--- config.mk ---
export PLATFORM = sky130hd
export DESIGN_NAME = key_input
export DESIGN_NICKNAME = d
export VERILOG_FILES = /design/src/rtl/key_input.sv
export SDC_FILE = /design/constraint.sdc
export NUM_CORES = 1
export LEC_CHECK = 0
export CORE_ASPECT_RATIO = 1.1
export CORE_MARGIN = 8
export CORE_UTILIZATION = 35
export CTS_CLUSTER_SIZE = 30
export DETAILED_ROUTE_END_ITERATION = 6
export RECOVER_POWER = 25
export SYNTH_ARGS = -nofsm -noshare
export SYNTH_HDL_FRONTEND = slang
export SYNTH_SLANG_ARGS = --single-unit
--- constraint.sdc ---
create_clock -name clk_50M -period 2.6 [get_ports clk_50M]
set_input_delay 0.52 -clock clk_50M [delete_from_list [all_inputs] [get_ports clk_50M]]
set_output_delay 0.52 -clock clk_50M [all_outputs]
set_load 0.005 [all_outputs]
--- src/rtl/key_input.sv ---
// key_input: per-key pushbutton conditioning. Each key has a 2-flop synchronizer, a debounce/hold FSM and a short-press toggle latch.
// Latency: a press or release edge on keys_n shows on the outputs DEBOUNCE_CYCLES+3 clocks later. long_pulse fires LONG_CYCLES clocks after press_pulse.
// Backpressure: none. Every output is a registered level or a one-cycle strobe, and downstream logic must sample it every cycle.
//
// Ports:
//   clk_50M        system clock, rising edge
//   rst            synchronous active-high reset
//   keys_n         raw active-low pushbuttons, asynchronous to clk_50M
//   key_level      debounced level, 1 = pressed
//   press_pulse    one-cycle strobe when a press is accepted
//   release_pulse  one-cycle strobe when a release is accepted
//   long_pulse     one-cycle strobe when a held key reaches LONG_CYCLES
//   toggle_state   flips on the release of each short press
module key_input #(
  parameter int N_KEYS          = 4,
  parameter int DEBOUNCE_CYCLES = 1000000,
  parameter int LONG_CYCLES     = 50000000
) (
  input  logic              clk_50M,
  input  logic              rst,
  input  logic [N_KEYS-1:0] keys_n,
  output logic [N_KEYS-1:0] key_level,
  output logic [N_KEYS-1:0] press_pulse,
  output logic [N_KEYS-1:0] release_pulse,
  output logic [N_KEYS-1:0] long_pulse,
  output logic [N_KEYS-1:0] toggle_state
);

  localparam int DW = $clog2(DEBOUNCE_CYCLES);
  localparam int HW = $clog2(LONG_CYCLES);
  localparam logic [DW-1:0] DB_LAST   = DW'(DEBOUNCE_CYCLES - 1);
  localparam logic [HW-1:0] HOLD_LAST = HW'(LONG_CYCLES - 1);

  typedef enum logic [2:0] {
    IDLE       = 3'd0,
    DB_PRESS   = 3'd1,
    PRESSED    = 3'd2,
    LONG       = 3'd3,
    DB_RELEASE = 3'd4
  } state_e;

  for (genvar k = 0; k < N_KEYS; k++) begin : g_key
    logic          s1_q;
    logic          s2_q;
    state_e        state_q;
    logic [DW-1:0] dcnt_q;
    logic [HW-1:0] hcnt_q;
    logic          was_long_q;
    logic          level_q;
    logic          press_q;
    logic          release_q;
    logic          long_q;
    logic          toggle_q;

    always_ff @(posedge clk_50M) begin
      if (rst) begin
        // The synchronizer resets to the released level so that a key held
        // through reset is seen as a fresh press afterwards.
        s1_q       <= 1'b1;
        s2_q       <= 1'b1;
        state_q    <= IDLE;
        dcnt_q     <= '0;
        hcnt_q     <= '0;
        was_long_q <= 1'b0;
        level_q    <= 1'b0;
        press_q    <= 1'b0;
        release_q  <= 1'b0;
        long_q     <= 1'b0;
        toggle_q   <= 1'b0;
      end else begin
        s1_q      <= keys_n[k];
        s2_q      <= s1_q;
        // The strobes default low, so each one is exactly one cycle wide.
        press_q   <= 1'b0;
        release_q <= 1'b0;
        long_q    <= 1'b0;

        case (state_q)
          IDLE: begin
            if (!s2_q) begin
              state_q <= DB_PRESS;
              dcnt_q  <= '0;
            end
          end

          DB_PRESS: begin
            if (s2_q) begin
              state_q <= IDLE;
            end else if (dcnt_q == DB_LAST) begin
              state_q    <= PRESSED;
              level_q    <= 1'b1;
              press_q    <= 1'b1;
              hcnt_q     <= '0;
              was_long_q <= 1'b0;
            end else begin
              dcnt_q <= dcnt_q + DW'(1);
            end
          end

          PRESSED: begin
            if (s2_q) begin
              state_q <= DB_RELEASE;
              dcnt_q  <= '0;
            end else if (hcnt_q == HOLD_LAST) begin
              state_q    <= LONG;
              long_q     <= 1'b1;
              was_long_q <= 1'b1;
            end else begin
              hcnt_q <= hcnt_q + HW'(1);
            end
          end

          // hcnt stops counting in LONG, so only one long_pulse fires per press.
          LONG: begin
            if (s2_q) begin
              state_q <= DB_RELEASE;
              dcnt_q  <= '0;
            end
          end

          // hcnt is left untouched here. A release bounce therefore resumes
          // the hold count where it stopped instead of restarting it.
          DB_RELEASE: begin
            if (!s2_q) begin
              state_q <= was_long_q ? LONG : PRESSED;
            end else if (dcnt_q == DB_LAST) begin
              state_q   <= IDLE;
              level_q   <= 1'b0;
              release_q <= 1'b1;
              if (!was_long_q) begin
                toggle_q <= ~toggle_q;
              end
            end else begin
              dcnt_q <= dcnt_q + DW'(1);
            end
          end

          default: state_q <= IDLE;
        endcase
      end
    end

    assign key_level[k]     = level_q;
    assign press_pulse[k]   = press_q;
    assign release_pulse[k] = release_q;
    assign long_pulse[k]    = long_q;
    assign toggle_state[k]  = toggle_q;
  end

endmodule

Word-level counts from Yosys, hierarchy flattened
Cells that the tools add are included.
{"block": "classes", "add_sub_neg": 8, "eq_ne": 76, "n_mux": 128, "bitwise": 24, "reduce_logical": 56}
{"operator": "$mux 26", "count": 16}
{"operator": "$mux 20", "count": 20}
{"operator": "$pmux 20 s4", "count": 4}
{"operator": "$pmux 26 s2", "count": 4}
{"operator": "$add 26x1->26 const B", "count": 4}
{"operator": "$eq 26x26->1 const B", "count": 4}
{"operator": "$reduce_and 5->1", "count": 20}
{"operator": "$mux 3", "count": 32}
{"operator": "$add 20x1->20 const B", "count": 4}
{"operator": "$eq 20x20->1 const B", "count": 4}
{"operator": "$ne 2x2->1 const B", "count": 36}
{"operator": "$pmux 3 s5", "count": 4}
{"operator": "$mux 1", "count": 40}
{"operator": "$ne 3x3->1 const B", "count": 12}
{"operator": "$reduce_or 3->1", "count": 12}
{"operator": "$eq 3x2->1 const B", "count": 8}
{"operator": "$not 1->1", "count": 24}
{"operator": "$pmux 1 s2", "count": 8}
{"operator": "$reduce_and 4->1", "count": 4}
{"operator": "$reduce_bool 2->1", "count": 8}
{"operator": "$reduce_bool 4->1", "count": 4}
{"operator": "$eq 3x1->1 const B", "count": 4}
{"operator": "$eq 3x3->1 const B", "count": 4}
{"operator": "$logic_not 3->1", "count": 4}
{"operator": "other kinds (2)", "count": 8}
{"block": "word_totals", "ff_bits": 228, "output_inout_bits": 20}

Depth between registers and ports, before layout
{"block": "depth", "ltp_word": 4, "depth_mapped": 10, "mapped_depth_nobuf": 7}

Worst setup path before layout
No wires, ideal clock.
{"block": "synth_timing", "kind": "register to register", "startpoint": "register g_key[0].dcnt_q[0]", "endpoint": "register g_key[0].dcnt_q[15]", "arrival_ns": 2.052, "required_ns": 2.472, "setup_slack_ns": 0.421, "path_stages_with_launch": 9, "n_path_buf": 1, "cell_sequence": "dfxtp_1 > ha_1 > nor4bb_1 > nand4b_1 > a211oi_2 > clkbuf_1 > nor3_1 > xnor2_1 > nor2_1"}
{"block": "synth_via", "elab_chain_len": 4, "word_cells_on_any_way": 6, "classes_between": "add/sub: 1; eq/ne: 1; mux: 4"}
{"element": "start, declared", "line": "46", "source": "logic [DW-1:0] dcnt_q;"}
{"element": "start signal, assigned", "line": "96", "source": "dcnt_q <= dcnt_q + DW'(1);"}
{"element": "start signal, assigned", "line": "134", "source": "dcnt_q <= dcnt_q + DW'(1);"}
{"element": "$add 20x1->20 / $eq 20x20->1 (equally long branches)"}
{"element": "$mux 20 *", "line": "89, 126"}
{"element": "$mux 20 (on tied branches)", "line": "124, 87"}
{"element": "$pmux 20 s4 *", "line": "78", "source": "case (state_q)"}
Every way passes the cells marked *; elsewhere a longest branch is shown, timed or not. The select of a mux whose other input is x is not followed.
A chain may end at the register's enable or synchronous reset.

Worst setup path in the final report
{"block": "layout_timing", "startpoint": "register g_key[1].hcnt_q[0]", "endpoint": "register g_key[1].hcnt_q[13]"}
{"block": "layout_via", "elab_chain_len": 4, "word_cells_on_any_way": 7, "classes_between": "add/sub: 1; eq/ne: 2; mux: 3; reduce/logical: 1"}
{"element": "start, declared", "line": "47", "source": "logic [HW-1:0] hcnt_q;"}
{"element": "start signal, assigned", "line": "109", "source": "hcnt_q <= hcnt_q + HW'(1);"}
{"element": "$add 26x1->26", "line": "109"}
{"element": "$mux 26", "line": "104", "source": "end else if (hcnt_q == HOLD_LAST) begin"}
{"element": "$mux 26", "line": "101", "source": "if (s2_q) begin"}
{"element": "$pmux 26 s2", "line": "78"}
Several ways; a longest one is shown, not always the timed one. The select of a mux whose other input is x is not followed.

==> metrics <==
outcome=finished, final reports clean; ys flop type=dfxtp_1; post-synthesis compound-gate area fraction=between 15 and 20%; Arr. time, crit path=2.76 ns; endpoint class of the critical path=register; # clock sinks=about 230; critical path startpoint category=register; DP HPWL=~20000 um; Post-Syn Nets=between 1000 and 1500; Final Slew Violations=0; Power Density=roughly 550 nW/um2; DRC=0; leading cell types in the layout, fill and taps excluded=dfxtp_1, nor2_1, a21oi_1, nand2_1, nand3_1; maxcap violations=0; WS Path Type=reg2reg; Antenna Cells=0; clock tree root driver cell=clkbuf_16; total power draw=about 7.4 mW; CTS Buf Count=26; Seq/Total Area, Yosys=about two fifths; Simple-Gate Fraction of Synth Area=between 30 and 40%; GPL Wtd Cong=about 0.87; commonest non-fill, non-tap cell in the layout=dfxtp_1; vias in the first global route=9797; Worst-Margin Slew=1.14 ns; Initial DRC Count=approximately 540; top cell type's share of synthesized area=roughly two fifths; initial antenna violation count=0; Ys Warns=0; Clock Skew=0.00953 ns; syn_area_per_cell=roughly 8 um2; DIE HEIGHT=about 210 um; Setup-failing EPs final=0; Die Footprint=a little under 40000 um2; TritonCTS clock tree=yes; headroom to the max-slew limit=between 20% and 30%; unrepaired setup endpoints after global routing=false; mux cell area share after synthesis=less than 1%; async set or reset register ratio after synthesis=0%; global route overflow=0; Crit path required time=approximately 3.0 ns; global-route wire length before repair=48200 um; Post-Syn Instances=about 1400; worst skew pair latency=0.53 ns; Peak Freq=between 400 and 500 MHz; total track usage=between 10% and 20%; vias post-DR=10400; post-synthesis cell type count=79; Area contributors post-synth=dfxtp_1, nor2_1, a21oi_1, xnor2_1, nand2_1; clk slew on worst S/H paths=0.06 ns; Worst Hold Class=reg2reg; Core Util, Final=around two fifths; fin crit share=between 90% and 100%; number of synthesized flops with an enable pin=0; I/O pin cnt=26; CTS max path bufs=3; critical path peak fanout=7; row count=70; WL final=28000 um; Hold WS=0.413 ns; pin count of the biggest net entering global routing=29; H-tree depth=1; via/cell ratio=roughly 5.5; Starting Density=35.3%; cts repair resizes=0; Peak VDD IR=between 0.4 and 0.5 mV; XOR/XNOR share of the synthesized area=6.75%; Mapped Area=11700 um2; Final Hold Fails=0; wire per inst=between 10 and 15 um; main combinational cell family by area after synthesis=simple AND/OR/NAND/NOR gates; die width=around 190 um; post-route minimum period=between 2 and 2.5 ns; Pre-antenna DRT Iters=5; Synth Area in Adders=less than 1%; Setup TNS=0 ns; count of antenna-violating nets left after detailed routing=0; Yosys reg bits=228; postcts setup bufs=0; CTS Hold Buffers Added=0; Pleak=around 4.4 nW; fraction of final layout cells sized beyond drive strength 1=9.26%; Final nets=between 1000 and 1500; core area=33000 um2; PortBufs=25; synth-to-layout area growth=14.3%; post-synth top area cell=dfxtp_1
-- synthesized netlist by cell type (22+ instances only) --
library cell and count:
dfxtp_1 228, nor2_1 168, a21oi_1 104, nand2_1 101
nand3_1 73, o21ai_0 68, xnor2_1 50, and3_1 48
clkbuf_1 48, nand4_1 48, nor3_1 46, xor2_1 40
a31oi_1 30, inv_1 25, or3_1 22
-- worst max-delay path, stage by stage, from the launching register on --
cell and delay [ns]:
dfxtp_1 0.41, ha_1 0.22, nand2_1 0.10, nor4_2 0.57, a211o_1 0.38, nand2_1 0.25
a41oi_1 0.24, nor3_1 0.07
-- sequential cells by signal, summed over array words and instances, names as in the netlist --
register          flops
g_key.press_q         4
g_key.toggle_q        4
g_key.s2_q            4
g_key.state_q        12
g_key.s1_q            4
g_key.release_q       4
g_key.dcnt_q         80
g_key.was_long_q      4
g_key.long_q          4
g_key.level_q         4
g_key.hcnt_q        104
-- layout make-up --
| type | count | area, um2 |
|---|---|---|
| repair buffers | 83 | 668 |
| fillers | 3260 | 19700 |
| flip-flops and latches | 228 | 4560 |
| well taps | 432 | 541 |
| inverters | 25 | 93.8 |
| clock buffers | 40 | 805 |
| multi-input cells | 1084 | 6600 |
| clock inverters | 8 | 67.6 |
-- final timing paths --
path,start,endpoint,slack (ns),depth (start not counted)
max,g_key[1].hcnt_q[0]$_SDFFE_PP0P_,g_key[1].hcnt_q[13]$_SDFFE_PP0P_,0.20,7
min,g_key[1].s1_q$_SDFF_PP1_,g_key[1].s2_q$_SDFF_PP1_,0.41,1
max reg2reg,g_key[1].hcnt_q[0]$_SDFFE_PP0P_,g_key[1].hcnt_q[13]$_SDFFE_PP0P_,0.20,7
min reg2reg,g_key[1].s1_q$_SDFF_PP1_,g_key[1].s2_q$_SDFF_PP1_,0.41,1
-- per-stage QoR --
step	instance area, um2	setup WS (ns)	cells
3_3_place_gp	12500	0.222	1852
2_1_floorplan	11700	0.421	1423
3_5_place_dp	12500	0.179	1852
6_report	13300	0.202	1900
5_1_grt	13300	0.00807	1900
4_1_cts	13300	0.146	1900
-- power by group --
group,leakage [nW],switching [mW],internal (mW)
logic,2.14,0.119,0.0560
registers,1.84,0.0125,3.51
clock network,0.434,1.46,2.22
-- cells by family (layout without fill, tap and decap cells) --
family                   after synthesis  count (layout)
AND/OR/NAND/NOR                      662             662
AO/OA/AOI/OAI                        323             323
flip-flops                           228             228
buffers and inverters                111             156
XOR/XNOR                              90              90
adder cells (fa/ha/maj)                8               8
multiplexers                           1               1
-- per-layer routing --
layer | routed length (um) | up-vias | global-route usage [%] | share of wire (%)
met2 | 13100 | 183 | 23.5 | 47
met3 | 1110 | 47 | 2.13 | 3.9
met5 | 0 | - | 0 | 0
met1 | 13300 | 4889 | 18.1 | 47
li1 | - | 5295 | - | -
met4 | 532 | 0 | 3.78 | 1.9
(Power assumes the default switching activity.)
